<file path="config.mk">
export PLATFORM = sky130hd
export DESIGN_NAME = alu_frame_ctrl
export DESIGN_NICKNAME = d
export VERILOG_FILES = /design/src/rtl/alu_frame_ctrl.sv
export SDC_FILE = /design/constraint.sdc
export NUM_CORES = 1
export LEC_CHECK = 0
export ABC_AREA = 1
export BUFFER_PORTS_ARGS = -buffer_cell sky130_fd_sc_hd__buf_2
export CORE_UTILIZATION = 29
export DETAILED_ROUTE_END_ITERATION = 8
export SLEW_MARGIN = 20
export SYNTH_ARGS = -nofsm -noshare
export SYNTH_HDL_FRONTEND = slang
export SYNTH_SLANG_ARGS = --single-unit
</file>
<file path="constraint.sdc">
create_clock -name i_clk -period 4.63 [get_ports i_clk]
set_input_delay 0.463 -clock i_clk [delete_from_list [all_inputs] [get_ports i_clk]]
set_output_delay 0.463 -clock i_clk [all_outputs]
set_load 0.1 [all_outputs]
</file>
<file path="src/rtl/alu_frame_ctrl.sv">
// alu_frame_ctrl
// Receives SOF/OP/A/B/CHK frames from a UART receiver, drives a combinational
// ALU with the decoded operands, and answers with the result byte followed by
// a status byte, or with a single NAK byte when the frame is rejected.
//
// state     | meaning
// ----------+---------------------------------------------------------------
// IDLE      | hunting for SOF, everything else dropped
// GET_OP    | waiting for the opcode byte
// GET_A     | waiting for operand A
// GET_B     | waiting for operand B
// GET_CHK   | waiting for checksum, then verdict (EXEC or SEND_NAK)
// EXEC      | two cycles: drive ALU operands, then latch result/flags
// SEND_RES  | one-cycle start pulse carrying the ALU result
// WAIT_RES  | transmitter busy with result byte
// SEND_STAT | one-cycle start pulse carrying {0.., overflow, zero}
// WAIT_STAT | transmitter busy with status byte
// SEND_NAK  | one-cycle start pulse carrying NAK
// WAIT_NAK  | transmitter busy with NAK byte
module alu_frame_ctrl #(
    parameter int                 NB_DATA       = 8,
    parameter int                 NB_ALU_OP     = 6,
    parameter logic [NB_DATA-1:0] SOF           = 8'hAA,
    parameter logic [NB_DATA-1:0] NAK           = 8'h15,
    parameter int                 NB_TIMEOUT    = 16,
    parameter int                 TIMEOUT_TICKS = 3200
) (
    input  logic                 i_clk,
    input  logic                 i_reset,
    input  logic                 i_tick,
    input  logic [NB_DATA-1:0]   i_rx_data,
    input  logic                 i_rx_done,
    input  logic                 i_tx_done,
    input  logic [NB_DATA-1:0]   i_alu_res,
    input  logic                 i_alu_overflow,
    input  logic                 i_alu_zero,
    output logic                 o_tx_start,
    output logic [NB_DATA-1:0]   o_tx_data,
    output logic [NB_ALU_OP-1:0] o_alu_OP,
    output logic [NB_DATA-1:0]   o_alu_A,
    output logic [NB_DATA-1:0]   o_alu_B,
    output logic                 o_busy,
    output logic [7:0]           o_err_count
);

    typedef enum logic [3:0] {
        IDLE,
        GET_OP,
        GET_A,
        GET_B,
        GET_CHK,
        EXEC,
        SEND_RES,
        WAIT_RES,
        SEND_STAT,
        WAIT_STAT,
        SEND_NAK,
        WAIT_NAK
    } state_t;

    // Expiry fires on the tick that would bring the count to TIMEOUT_TICKS.
    localparam logic [NB_TIMEOUT-1:0] TMO_LAST = NB_TIMEOUT'(TIMEOUT_TICKS - 1);

    state_t                state;
    state_t                next_state;
    logic [NB_DATA-1:0]    op_q;
    logic [NB_DATA-1:0]    a_q;
    logic [NB_DATA-1:0]    b_q;
    logic [NB_DATA-1:0]    res_q;
    logic                  ovf_q;
    logic                  zero_q;
    logic                  exec_second;
    logic [NB_TIMEOUT-1:0] tmo_cnt;
    logic                  in_get;
    logic                  tmo_hit;
    logic                  chk_ok;
    logic                  op_ok;
    logic [NB_DATA-1:0]    stat_byte;

    assign in_get    = (state == GET_OP) || (state == GET_A) ||
                       (state == GET_B)  || (state == GET_CHK);
    // A byte arriving on the expiry tick wins over the timeout.
    assign tmo_hit   = in_get && !i_rx_done && i_tick && (tmo_cnt == TMO_LAST);
    assign chk_ok    = (i_rx_data == (op_q ^ a_q ^ b_q));
    assign op_ok     = (op_q[NB_DATA-1:NB_ALU_OP] == '0);
    assign stat_byte = {{(NB_DATA-2){1'b0}}, ovf_q, zero_q};
    assign o_busy    = (state != IDLE);
    assign o_tx_start = (state == SEND_RES) || (state == SEND_STAT) || (state == SEND_NAK);

    // State register.
    always_ff @(posedge i_clk) begin
        if (!i_reset) state <= IDLE;
        else          state <= next_state;
    end

    // Next-state decode; a timeout overrides whatever the GET_* state wanted.
    always_comb begin
        next_state = state;
        case (state)
            IDLE:      if (i_rx_done && (i_rx_data == SOF)) next_state = GET_OP;
            GET_OP:    if (i_rx_done) next_state = GET_A;
            GET_A:     if (i_rx_done) next_state = GET_B;
            GET_B:     if (i_rx_done) next_state = GET_CHK;
            GET_CHK:   if (i_rx_done) next_state = (chk_ok && op_ok) ? EXEC : SEND_NAK;
            EXEC:      if (exec_second) next_state = SEND_RES;
            SEND_RES:  next_state = WAIT_RES;
            WAIT_RES:  if (i_tx_done) next_state = SEND_STAT;
            SEND_STAT: next_state = WAIT_STAT;
            WAIT_STAT: if (i_tx_done) next_state = IDLE;
            SEND_NAK:  next_state = WAIT_NAK;
            WAIT_NAK:  if (i_tx_done) next_state = IDLE;
            default:   next_state = IDLE;
        endcase
        if (tmo_hit) next_state = IDLE;
    end

    // Capture frame bytes; SOF-valued bytes here are plain data.
    always_ff @(posedge i_clk) begin
        if (!i_reset) begin
            op_q <= '0;
            a_q  <= '0;
            b_q  <= '0;
        end else if (i_rx_done) begin
            case (state)
                GET_OP:  op_q <= i_rx_data;
                GET_A:   a_q  <= i_rx_data;
                GET_B:   b_q  <= i_rx_data;
                default: ;
            endcase
        end
    end

    // EXEC sequencing: first cycle loads the ALU operands, second latches its outputs.
    always_ff @(posedge i_clk) begin
        if (!i_reset) begin
            exec_second <= 1'b0;
            o_alu_OP    <= '0;
            o_alu_A     <= '0;
            o_alu_B     <= '0;
            res_q       <= '0;
            ovf_q       <= 1'b0;
            zero_q      <= 1'b0;
        end else begin
            exec_second <= (state == EXEC) && !exec_second;
            if ((state == EXEC) && !exec_second) begin
                o_alu_OP <= op_q[NB_ALU_OP-1:0];
                o_alu_A  <= a_q;
                o_alu_B  <= b_q;
            end
            if ((state == EXEC) && exec_second) begin
                res_q  <= i_alu_res;
                ovf_q  <= i_alu_overflow;
                zero_q <= i_alu_zero;
            end
        end
    end

    // Transmit byte is loaded on entry to each SEND_* state and held through WAIT_*.
    always_ff @(posedge i_clk) begin
        if (!i_reset) begin
            o_tx_data <= '0;
        end else begin
            case (next_state)
                SEND_RES:  o_tx_data <= i_alu_res;
                SEND_STAT: o_tx_data <= stat_byte;
                SEND_NAK:  o_tx_data <= NAK;
                default:   ;
            endcase
        end
    end

    // Inter-byte timeout: counts ticks while collecting a frame only.
    always_ff @(posedge i_clk) begin
        if (!i_reset) begin
            tmo_cnt <= '0;
        end else if (!in_get || i_rx_done || tmo_hit) begin
            tmo_cnt <= '0;
        end else if (i_tick) begin
            tmo_cnt <= tmo_cnt + 1'b1;
        end
    end

    // Saturating error counter: timeouts and rejected frames.
    always_ff @(posedge i_clk) begin
        if (!i_reset) begin
            o_err_count <= '0;
        end else if ((tmo_hit || (next_state == SEND_NAK && state == GET_CHK)) &&
                     (o_err_count != 8'hFF)) begin
            o_err_count <= o_err_count + 8'd1;
        end
    end

endmodule

</file>
* After elaboration in Yosys (flattened, before gate mapping)
Cells that the tools add are included.
** Word-level totals
- Output and inout port bits :: 40
- Flip-flop bits (word level) :: 85
- Word-level logic and storage cells :: 77
** Operators by class
- Add/subtract/negate cells :: 2
- Multiplexer cells :: 12
- Reductions and logical operators :: 29
- Equal/unequal tests :: 18
- Bitwise operators :: 3
** Operator list (number)
- one-hot mux 4 bit (11 select lines) :: 1
- 2-to-1 mux 4 bit :: 10
- equality test 4 bit (second input constant) :: 6
- one-hot mux 8 bit (3 select lines) :: 1
- equality test 4 x 3 -> 1 bit (second input constant) :: 5
- adder 16 x 1 -> 16 bit (second input constant) :: 1
- equality test 16 x 12 -> 1 bit (second input constant) :: 1
- bitwise XOR 8 bit :: 2
- logical AND 1 bit :: 9
- adder 8 x 1 -> 8 bit (second input constant) :: 1
- equality test 4 x 2 -> 1 bit (second input constant) :: 2
- equality test 8 bit :: 1
- equality test 8 bit (second input constant) :: 1
- logical OR 1 bit :: 8
- inequality test 8 bit (second input constant) :: 1
- AND reduction 2 bit :: 3
- equality test 4 x 1 -> 1 bit (second input constant) :: 1
- logical NOT 4 bit :: 1
- nonzero test 4 bit :: 1
- OR reduction 2 bit :: 2
- logical NOT 1 bit :: 3
- nonzero test 3 bit :: 1
- logical NOT 2 bit :: 1
- inverter 1 bit :: 1

* Longest topological paths before layout
- Depth after elaboration :: 12
- Gate-level depth with buffers :: 15

* Least setup slack after synthesis
No wires, ideal clock.
- Kind :: reg-to-reg
- From :: register o_err_count[0]
- To :: register o_err_count[5]
- Clock period less this slack :: 2331 ps
- Setup time :: 70 ps
- Stages on the path, launching flop included :: 8
- Data arrival time :: 2260 ps
- Path slack :: 2299 ps
- Path through :: dfxtp_1 -> ha_1 -> nand2_1 -> nor3b_1 -> nand2_1 -> nand2_2 -> nand2_1 -> a21oi_1
** Between the ends
- Word-level cells in the longest chain between the ends :: 2
- Elaborated cells between the ends (all ways) :: 3
** Ends and longest elaborated chain
- start, declared :: line 43 : output logic [7:0] o_err_count
- start signal, assigned :: line 189 : o_err_count <= o_err_count + 8'd1;
- parallel branches: the longest is 2 deep, another holds adder 8 x 1 -> 8 bit
Parallel ways; which one is timed is not known.
A chain may end at the register's enable or synchronous reset.

* Worst setup path in the final report
- From :: register state[0]
- To :: register state[0]
** Between the ends
- Word-level cells in the longest chain between the ends :: 8
- Elaborated cells between the ends (all ways) :: 29
** Ends and longest elaborated chain
- start, declared :: line 64 : state_t state;
- start signal, assigned :: line 93 : else state <= next_state;
- parallel branches: the longest is 7 deep, another holds one-hot mux 4 bit (11 select lines)
- 2-to-1 mux 4 bit * :: line 114 : if (tmo_hit) next_state = IDLE;
Every way passes the cells marked *.

==> reports/metrics.yaml <==
run_status:
  status: "completed"
sta:
  tightestPinTransition_ps: 806
  worst_slack_ps: 2210
  period_share: 0.523
  slew_violations: 0
  rsz0062_at_grt: "false"
  max_clock_freq_ghz: 0.413
  finalClockSkew_ps: 9.02
  min_period_ps: 2420
  hold_slack_ps: 368
  relSlewSlack: 0.462
  setup_tns_ps: 0
  hold_viol: 0
  setup_viol: 0
run:
  drv_cap: 0
layout:
  area_delta_synth_final_pct: 17.8
  drive_gt1_frac: 0.158
  final_area_mm2: 0.00481
  fill_cells: 1444
  finalNonFillerCells: 824
  finalNetCount: 669
clock_network:
  cts_buffer_depth: 2
  cts_sinks: 85
  htree_levels: 3
  cts_hold_buf: 0
  post_cts_buffers: 0
  numCtsBuffers: 9
  cts_root_buf: "clkbuf_16"
  clk_latency_ps: 340
  cts_tree: "done"
  cts_resized: 0
  clkTransAtPathRegs_ps: 60
synthesis:
  synth.top_cell.area_share: 0.417
  yosysSeqAreaShare: 0.417
  yosysMostFrequentCell: "nand2_1"
  synth_area_mm2: 0.00408
  synth_top_cell_by_area: "dfxtp_1"
  syn-num-nets: 617
  synthTopCellsByArea: "dfxtp_1, nand2_1, a21oi_1, nand3_1, inv_1"
  synth_fa_ha_area_frac: 0.00613
  synth_cell_type_count: 38
  synth_top_family_by_area: "simple AND/OR/NAND/NOR gates"
  synth_edf_count: 0
  synthXorXnorAreaFrac: 0.0343
  synth-simple-area-share: 0.305
  synth_commonest_cells: "nand2_1, dfxtp_1, a21oi_1, inv_1, nand3_1"
  synth_ff_type: "dfxtp_1"
  synth-compound-area-share: 0.147
  yosysWarnings: 0
  ys_ff_latch: 85
  muxShareOfSynthArea: 0
  synthArstFlopShare: 0
  synthCells: 592
  postSynthAreaPerCell_um2: 6.90
floorplanning:
  io_pins: 63
  fp-row-count: 42
  die_w_um: 121
  initial_core_util: 0.302
  dieArea_mm2: 0.0146
  design.core.area_mm2: 0.0135
  die_y_um: 121
placed_design:
  place.gp.congestion: 0.798
  placed_area_mm2: 0.00452
  dp_hpwl_um: 6880
  dpl_worst_slack_ps: 2200
  port_buffers: 62
  numPlacedInstances: 809
routing:
  drtIter0Drc: 185
  vias: 3700
  wl_per_cell_um: 11.9
  drc: 0
  drt_first_pass_iters: 4
  wl_um: 9770
  ant_nets: 0
  vias_per_cell: 4.49
worst_setup_path:
  required_ps: 4900
  worstSetupPathType: "flip-flop to flip-flop"
  worstRegToRegCells: 7
  r2r-start: "state[0]$_SDFF_PN0_"
  worst-path-buf-inv: 1
  max_stage_delay_ps: 650
  path_cells: "inv_2 > or2_1 > nor2_4 > nand2_1 > nand4_1 > nor2_1 > a21oi_1"
  endpoint_kind: "flip-flop"
  crit_slowest_cell: "nand2_1"
  crit_family: "simple AND/OR/NAND/NOR gates"
  cp_max_fo: 25
  startpoint: "state[0]$_SDFF_PN0_"
  crit_cells: 7
  cp-start-kind: "flip-flop"
  cp.arrival_ps: 2690
global_route:
  grt_use_total: 0.142
  grt_use_met2: 0.221
  grt_pass1_vias: 3412
  gr-total-overflow: 0
  grt_max_degree: 38
  use_met3: 0.0509
  grt_pass1_wl_um: 16100
  met1_usage: 0.180
  antenna_found_initial: 1
  busiest_layer: "met2"
power:
  p_per_area_mw_per_mm2: 309
  leakage_uw: 0.00208
  vdd_drop_max_mv: 0.127
min_path:
  min_from: "i_alu_res[6]"
  hp-class: "input pin to flip-flop"
  hold_depth: 3
placed cells by master (no fill, tap or decap), drive strengths merged:
cell type	instances
nand2	153
dfxtp	85
a21oi	76
inv	71
buf	62
nand3	53
nor2	50
o21ai	34
nand4	13
xor2	10
clkbuf	10
xnor2	6
nor3	5
o21a	2
ha	2
clkinvlp	2
or2	2
clkinv	2
nor3b	2
diode	1
nand3b	1
a31oi	1
nor4	1
a2111oi	1
a211oi	1
o41ai	1
bufinv	1
path summary, 6_finish.rpt:
check                               to  slack (ps)
max                state[0]$_SDFF_PN0_        2210
min          o_tx_data[6]$_SDFFE_PN0P_         370
max reg2reg        state[0]$_SDFF_PN0_        2210
min reg2reg         ovf_q$_SDFFE_PN0P_         450
per-layer routing:
layer	vias to the layer above	routed length [um]
li1	2031	-
met1	1609	4780
met2	58	4360
met3	2	567
met4	0	61
met5	-	0
per-stage QoR:
stage | util | power [uW]
after floorplan | - | 774
after global placement | 0.335 | 796
after detailed placement | 0.335 | 796
after CTS | 0.356 | 1520
after global routing | 0.356 | 1560
final | 0.356 | 1490
logic make-up after synthesis:
family,count (synthesis)
xor+xnor,16
fa+ha+maj,2
simple gates,280
compound gates,116
flops,85
buf+inv,93
where the power goes:
part | total (uW) | switching, uW | internal (uW) | leakage [uW]
clock | 708 | 283 | 425 | 0.000136
sequential | 732 | 0.167 | 731 | 0.000684
combinational | 47.7 | 32.1 | 15.6 | 0.00126
worst min-delay path, stage by stage:
cell and delay, ps:
buf_2 90, nand2_1 50, a21oi_1 50
flip-flops by register name (all words and copies together) (netlist names):
name / cells
a_q: 8
ovf_q: 1
b_q: 8
state: 4
tmo_cnt: 16
exec_second: 1
o_alu_A: 8
o_tx_data: 8
o_alu_B: 8
op_q: 8
zero_q: 1
o_err_count: 8
o_alu_OP: 6
final cells by class:
class / instances / area, um^2 / share of cell area
clock inverters: 4 / 50.0 / 0.0104
multi-input cells: 414 / 2010 / 0.419
clock buffers: 10 / 239 / 0.0497
well taps: 176 / 220 / 0.0458
inverters: 72 / 273 / 0.0567
diodes: 1 / 2.50 / 0.000520
repair buffers: 62 / 310 / 0.0645
flip-flops and latches: 85 / 1700 / 0.354
Power figures use the tool's default switching activity.
